**config.mk**
```make
export PLATFORM = sky130hd
export DESIGN_NAME = mrd_wrback_banks
export DESIGN_NICKNAME = d
export VERILOG_FILES = /design/src/rtl/mrd_wrback_banks.sv
export SDC_FILE = /design/constraint.sdc
export NUM_CORES = 2
export LEC_CHECK = 0
export ABC_AREA = 1
export ABC_CLOCK_PERIOD_IN_PS = 2700
export BUFFER_PORTS_ARGS = -buffer_cell sky130_fd_sc_hd__buf_2
export CORE_AREA = 2 2 346 348
export CTS_CLUSTER_DIAMETER = 100
export CTS_CLUSTER_SIZE = 25
export DETAILED_ROUTE_END_ITERATION = 10
export DIE_AREA = 0 0 348 350
export PLACE_DENSITY = 0.57
export SETUP_SLACK_MARGIN = 0.02
export SLEW_MARGIN = 15
export SYNTH_ARGS = -nofsm -noshare
export SYNTH_HDL_FRONTEND = slang
export SYNTH_SLANG_ARGS = --single-unit
```
**constraint.sdc**
```tcl
create_clock -name clk -period 2.7 [get_ports clk]
set_input_delay 0.54 -clock clk [delete_from_list [all_inputs] [get_ports clk]]
set_output_delay 0.54 -clock clk [all_outputs]
set_load 0.03 [all_outputs]
```
**src/rtl/mrd_wrback_banks.sv**
```systemverilog
// Write-back steering for the 7-bank mixed-radix DFT memory: routes up to 5 butterfly lanes per
// beat to bank write ports, tracks per-stage beat count and raises wr_end on the last write.
module mrd_wrback_banks #(
    parameter int unsigned wADDR = 10,
    parameter int unsigned wDATA = 30
) (
    input  logic                        clk,
    input  logic                        rst_n,
    input  logic                        start_i,
    input  logic [11:0]                 expected_cnt_i,
    input  logic [2:0]                  factor_i,
    input  logic                        in_valid_i,
    input  logic [0:4][2:0]             in_bank_index_i,
    input  logic [0:4][wADDR-1:0]       in_bank_addr_i,
    input  logic [0:4][wDATA-1:0]       in_real_i,
    input  logic [0:4][wDATA-1:0]       in_imag_i,
    output logic [0:6]                  wren_o,
    output logic [0:6][wADDR-1:0]       wraddr_o,
    output logic [0:6][wDATA-1:0]       wr_real_o,
    output logic [0:6][wDATA-1:0]       wr_imag_o,
    output logic                        busy_o,
    output logic                        wr_end_o,
    output logic [1:0]                  err_o
);

    typedef enum logic [1:0] {StIdle, StWr, StDone} state_e;

    state_e                 state_q;
    logic [11:0]            cnt_q;
    logic [11:0]            exp_q;
    logic                   busy_q;
    logic                   wr_end_q;
    logic [1:0]             err_q;

    logic [0:6]             wren_d, wren_q;
    logic [0:6][wADDR-1:0]  wraddr_d, wraddr_q;
    logic [0:6][wDATA-1:0]  wr_real_d, wr_real_q;
    logic [0:6][wDATA-1:0]  wr_imag_d, wr_imag_q;

    logic [0:4]             lane_vld;
    logic                   coll;
    logic                   stray;

    always_comb begin
        wren_d    = '0;
        wraddr_d  = '0;
        wr_real_d = '0;
        wr_imag_d = '0;
        coll      = 1'b0;
        stray     = in_valid_i && (state_q != StWr);
        for (int k = 0; k < 5; k++) begin
            lane_vld[k] = in_valid_i && (state_q == StWr) && (3'(k) < factor_i)
                          && (in_bank_index_i[k] != 3'd7);
        end
        // Walk from the highest lane down so the lowest-numbered lane wins a shared bank.
        for (int k = 4; k >= 0; k--) begin
            if (lane_vld[k]) begin
                wren_d[in_bank_index_i[k]]    = 1'b1;
                wraddr_d[in_bank_index_i[k]]  = in_bank_addr_i[k];
                wr_real_d[in_bank_index_i[k]] = in_real_i[k];
                wr_imag_d[in_bank_index_i[k]] = in_imag_i[k];
            end
        end
        for (int k = 1; k < 5; k++) begin
            for (int j = 0; j < k; j++) begin
                if (lane_vld[k] && lane_vld[j] && (in_bank_index_i[k] == in_bank_index_i[j])) begin
                    coll = 1'b1;
                end
            end
        end
    end

    always_ff @(posedge clk) begin
        if (!rst_n) begin
            state_q   <= StIdle;
            cnt_q     <= '0;
            exp_q     <= '0;
            busy_q    <= 1'b0;
            wr_end_q  <= 1'b0;
            err_q     <= '0;
            wren_q    <= '0;
            wraddr_q  <= '0;
            wr_real_q <= '0;
            wr_imag_q <= '0;
        end else begin
            wren_q    <= wren_d;
            wraddr_q  <= wraddr_d;
            wr_real_q <= wr_real_d;
            wr_imag_q <= wr_imag_d;
            wr_end_q  <= 1'b0;
            err_q     <= err_q | {stray, coll};
            if (start_i) begin
                // A start in WR/DONE abandons the running stage without a wr_end.
                cnt_q  <= '0;
                exp_q  <= expected_cnt_i;
                err_q  <= '0;
                busy_q <= 1'b1;
                if (state_q == StIdle && expected_cnt_i == 12'd0) begin
                    state_q  <= StDone;
                    wr_end_q <= 1'b1;
                end else begin
                    state_q <= StWr;
                end
            end else begin
                unique case (state_q)
                    StIdle: busy_q <= 1'b0;
                    StWr: begin
                        if (in_valid_i) begin
                            cnt_q <= cnt_q + 12'd1;
                            if (cnt_q == exp_q - 12'd1) begin
                                state_q  <= StDone;
                                wr_end_q <= 1'b1;
                            end
                        end
                    end
                    StDone: begin
                        state_q <= StIdle;
                        busy_q  <= 1'b0;
                    end
                    default: state_q <= StIdle;
                endcase
            end
        end
    end

    assign wren_o    = wren_q;
    assign wraddr_o  = wraddr_q;
    assign wr_real_o = wr_real_q;
    assign wr_imag_o = wr_imag_q;
    assign busy_o    = busy_q;
    assign wr_end_o  = wr_end_q;
    assign err_o     = err_q;

endmodule

```
==> metrics.yaml <==
setup_path:
  cp_max_fo: 17
  worstSetupStartpoint: "state_q[1]$_SDFFE_PN0P_"
  slowest_stage: "nand2_4"
  path_cells: "inv_2 -> nand3_4 -> nor2_8 -> nand2_4 -> nand2_4 -> buf_12 -> o221ai_1 -> nand2_1 -> a21oi_1 -> buf_4"
  worstReg2RegEnd: "wr_real_o[184]$_SDFF_PN0_"
  crit_arrival_ns: 3.06
  start_kind: "flip-flop"
  path_common_cell: "nand2_4"
  r2r_start: "state_q[1]$_SDFFE_PN0P_"
  critPathTopFamily: "simple AND/OR/NAND/NOR gates"
  crit_path_end_kind: "flip-flop"
  r2r_cells: 10
  ff2ff_setup_slack_ns: 0.17
  critPathRequiredTime_ns: 3.23
  crit_end: "wr_real_o[184]$_SDFF_PN0_"
  path_class: "flip-flop to flip-flop"
  cp_num_buf_inv: 3
  max_stage_delay_ns: 0.38
  critical_path_depth: 10
grt:
  track_usage: 0.3642
  grt_pass1_wl_mm: 319.8
  antenna_found_initial: 72
  grt_pass1_vias: 41638
  overflow: 0
  grt_max_degree: 124
logic_synthesis:
  synthTopCellsByCount: "a21oi_1, o21ai_0, nand2_1"
  synthArstFlopShare: 0
  synth_top_cell_area_share: 0.3272
  yosysMostFrequentCell: "a21oi_1"
  synth_ff_type: "dfxtp_1"
  yosys_register_bits: 527
  synthDistinctLibCells: 43
  synth_area_leaders: "dfxtp_1, a21oi_1, o21ai_0, o221ai_1, nand2_1"
  synth_fp_nets: 5195
  ys_warn_count: 0
  synth_area_um2: 32240
  yosysSeqAreaShare: 0.3272
  syn-instance-count: 4809
  syn_avg_cell_area_um2: 6.704
  synth_edf_count: 0
  yosysTopAreaCell: "dfxtp_1"
clock_tree:
  cts_tree: "yes"
  h-tree-depth: 2
  cts_buffer_depth: 3
  cts.sinks: 527
  cts_buffers: 38
  clock_latency_ns: 0.65
  root_buffer: "clkbuf_16"
  clk_pin_slew_ns: 0.10
pwr:
  clockPowerShare: 0.391
  seq_power_share: 0.450
  power.switching_uw: 5967
  irDropWorstVdd_uv: 374.4
  comb_power_share: 0.159
  leakage_uw: 0.01688
  internal_power_uw: 11750
  powerDensity_nw_per_um2: 425.5
  switching_share: 0.3367
place:
  place.gp.congestion: 0.9808
  placed_area_um2: 40160
  dp_hpwl_mm: 161.3
  io_buffers: 884
  post-place-ws_ns: -0.1581
detailed_routing:
  postRouteAntennaNets: 0
  first_iter_violations: 7549
  routed_wirelength_mm: 235.1
  vias: 45205
  first_pass_iters: 10
  drt-wirelength-per-cell_um: 33.11
  avgViaCountPerCell: 6.366
  drcViolationCount: 0
sta:
  rsz0062_at_grt: "no"
  period_share: 0.9379
  final.min_clock_period_ns: 2.532
  hold_viol: 0
  setup_violations: 0
  drv_slew: 0
  worst_slew_pin_slew_ns: 0.7148
  skew_ns: 0.02256
  slew_headroom: 0.5229
  achievable-frequency_mhz: 394.9
  worst_slack_ns: 0.1677
floorplan:
  start_util: 0.2738
  coreArea_um2: 117800
  rows: 126
  dieWidth_um: 348
  fp.dieH_um: 350
  io_pins: 885
  dieArea_um2: 121800
finish:
  fin_nets: 5891
  fillers: 12666
  drive_above_1_share: 0.2311
  design_area_um2: 41650
  area_delta_synth_final_pct: 29.17
  finalCoreUtilization: 0.3536
hold_path:
  hp-class: "input pin to flip-flop"
run:
  maxCapViolCount: 0
status:
  outcome: "complete, no violations"
## how the worst min path moves through the flow
stage,start,end,slack (ns),cells after the start
floorplan,cnt_q[11]$_SDFFE_PP0N_,cnt_q[11]$_SDFFE_PP0N_,0.44,1
global placement,busy_o$_SDFFE_PN0P_,busy_o$_SDFFE_PN0P_,0.45,2
detailed placement,busy_o$_SDFFE_PN0P_,busy_o$_SDFFE_PN0P_,0.46,2
CTS,expected_cnt_i[9],exp_q[9]$_SDFFE_PN0P_,0.13,3
global route,expected_cnt_i[9],exp_q[9]$_SDFFE_PN0P_,0.17,3
finish,expected_cnt_i[7],exp_q[7]$_SDFFE_PN0P_,0.17,3
## layer usage
| layer | vias up | track usage | share of wire |
|---|---|---|---|
| li1 | 18762 | - | - |
| met1 | 21004 | 0.4426 | 0.36 |
| met2 | 4275 | 0.5531 | 0.43 |
| met3 | 1110 | 0.1245 | 0.14 |
| met4 | 54 | 0.2224 | 0.072 |
| met5 | - | 0 | 0.0016 |
## what timing repair did
action	4_1_cts	5_1_grt
hold buffers	0	0
endpoints found under the setup margin	0	1
gates resized for setup	0	1
setup buffers	0	3
## through the flow
stage          total power, µW  TNS, ns  hold WS, ns  cells
6_report                 17720        0       0.1651   7101
3_3_place_gp             10840   -1.404       0.4483   6998
2_1_floorplan             9384        0       0.4429   4809
3_5_place_dp             10840   -2.019       0.4620   6998
5_1_grt                  18180        0       0.1714   7083
4_1_cts                  17680        0       0.1283   7063
## cell usage in the layout (no fill, tap or decap), types with 24 or more instances in the layout
cell type,netlist,layout
o21ai_1,35,35
clkbuf_16,0,41
nand3_1,137,136
o21ai_0,668,668
nand2_1,568,549
buf_12,0,113
dfxtp_1,527,527
buf_4,1,136
nor2_1,147,146
xnor2_1,28,28
diode_2,0,35
inv_1,306,305
nand2_4,0,24
o211ai_1,154,154
a21oi_1,1139,1138
o221ai_1,331,331
buf_2,137,883
nor3_1,182,182
## area by class of cell
| cell class | instances | area, µm² | area share |
|---|---|---|---|
| Clock inverter | 23 | 340.3 | 0.008172 |
| Multi-Input combinational cell | 3475 | 18730 | 0.4498 |
| Timing Repair Buffer | 1133 | 7717 | 0.1853 |
| Clock buffer | 42 | 1030 | 0.02473 |
| Tap cell | 1536 | 1922 | 0.04615 |
| Inverter | 330 | 1269 | 0.03046 |
| Antenna cell | 35 | 87.58 | 0.002103 |
| Sequential cell | 527 | 10550 | 0.2533 |
## state kept, by name, summed over array words and instances, names as in the netlist
name       flops
busy_o         1
cnt_q         12
err_o          2
exp_q         12
state_q        2
wr_end_o       1
wr_imag_o    210
wr_real_o    210
wraddr_o      70
wren_o         7
## power groups by stage
stage          Sequential (µW)  Combinational [µW]  Clock, µW
2_1_floorplan             8340                1050          0
3_3_place_gp              8150                2690          0
3_5_place_dp              8150                2690          0
4_1_cts                   7970                2700       7000
5_1_grt                   7980                2930       7270
6_report                  7970                2820       6920
## worst reg2reg max path, delay by kind of cell (launching register included)
family	cells	cell delay (ns)
AND/OR/NAND/NOR	5	1.30
buffers and inverters	3	0.50
flip-flops	1	0.34
AO/OA/AOI/OAI	2	0.27
## cell families after synthesis
group           synth area share
xor+xnor                0.009236
compound gates            0.4170
buf+inv                  0.09939
fa+ha+maj              0.0007760
flops                     0.3272
simple gates              0.1464
(Power assumes the default switching activity.)
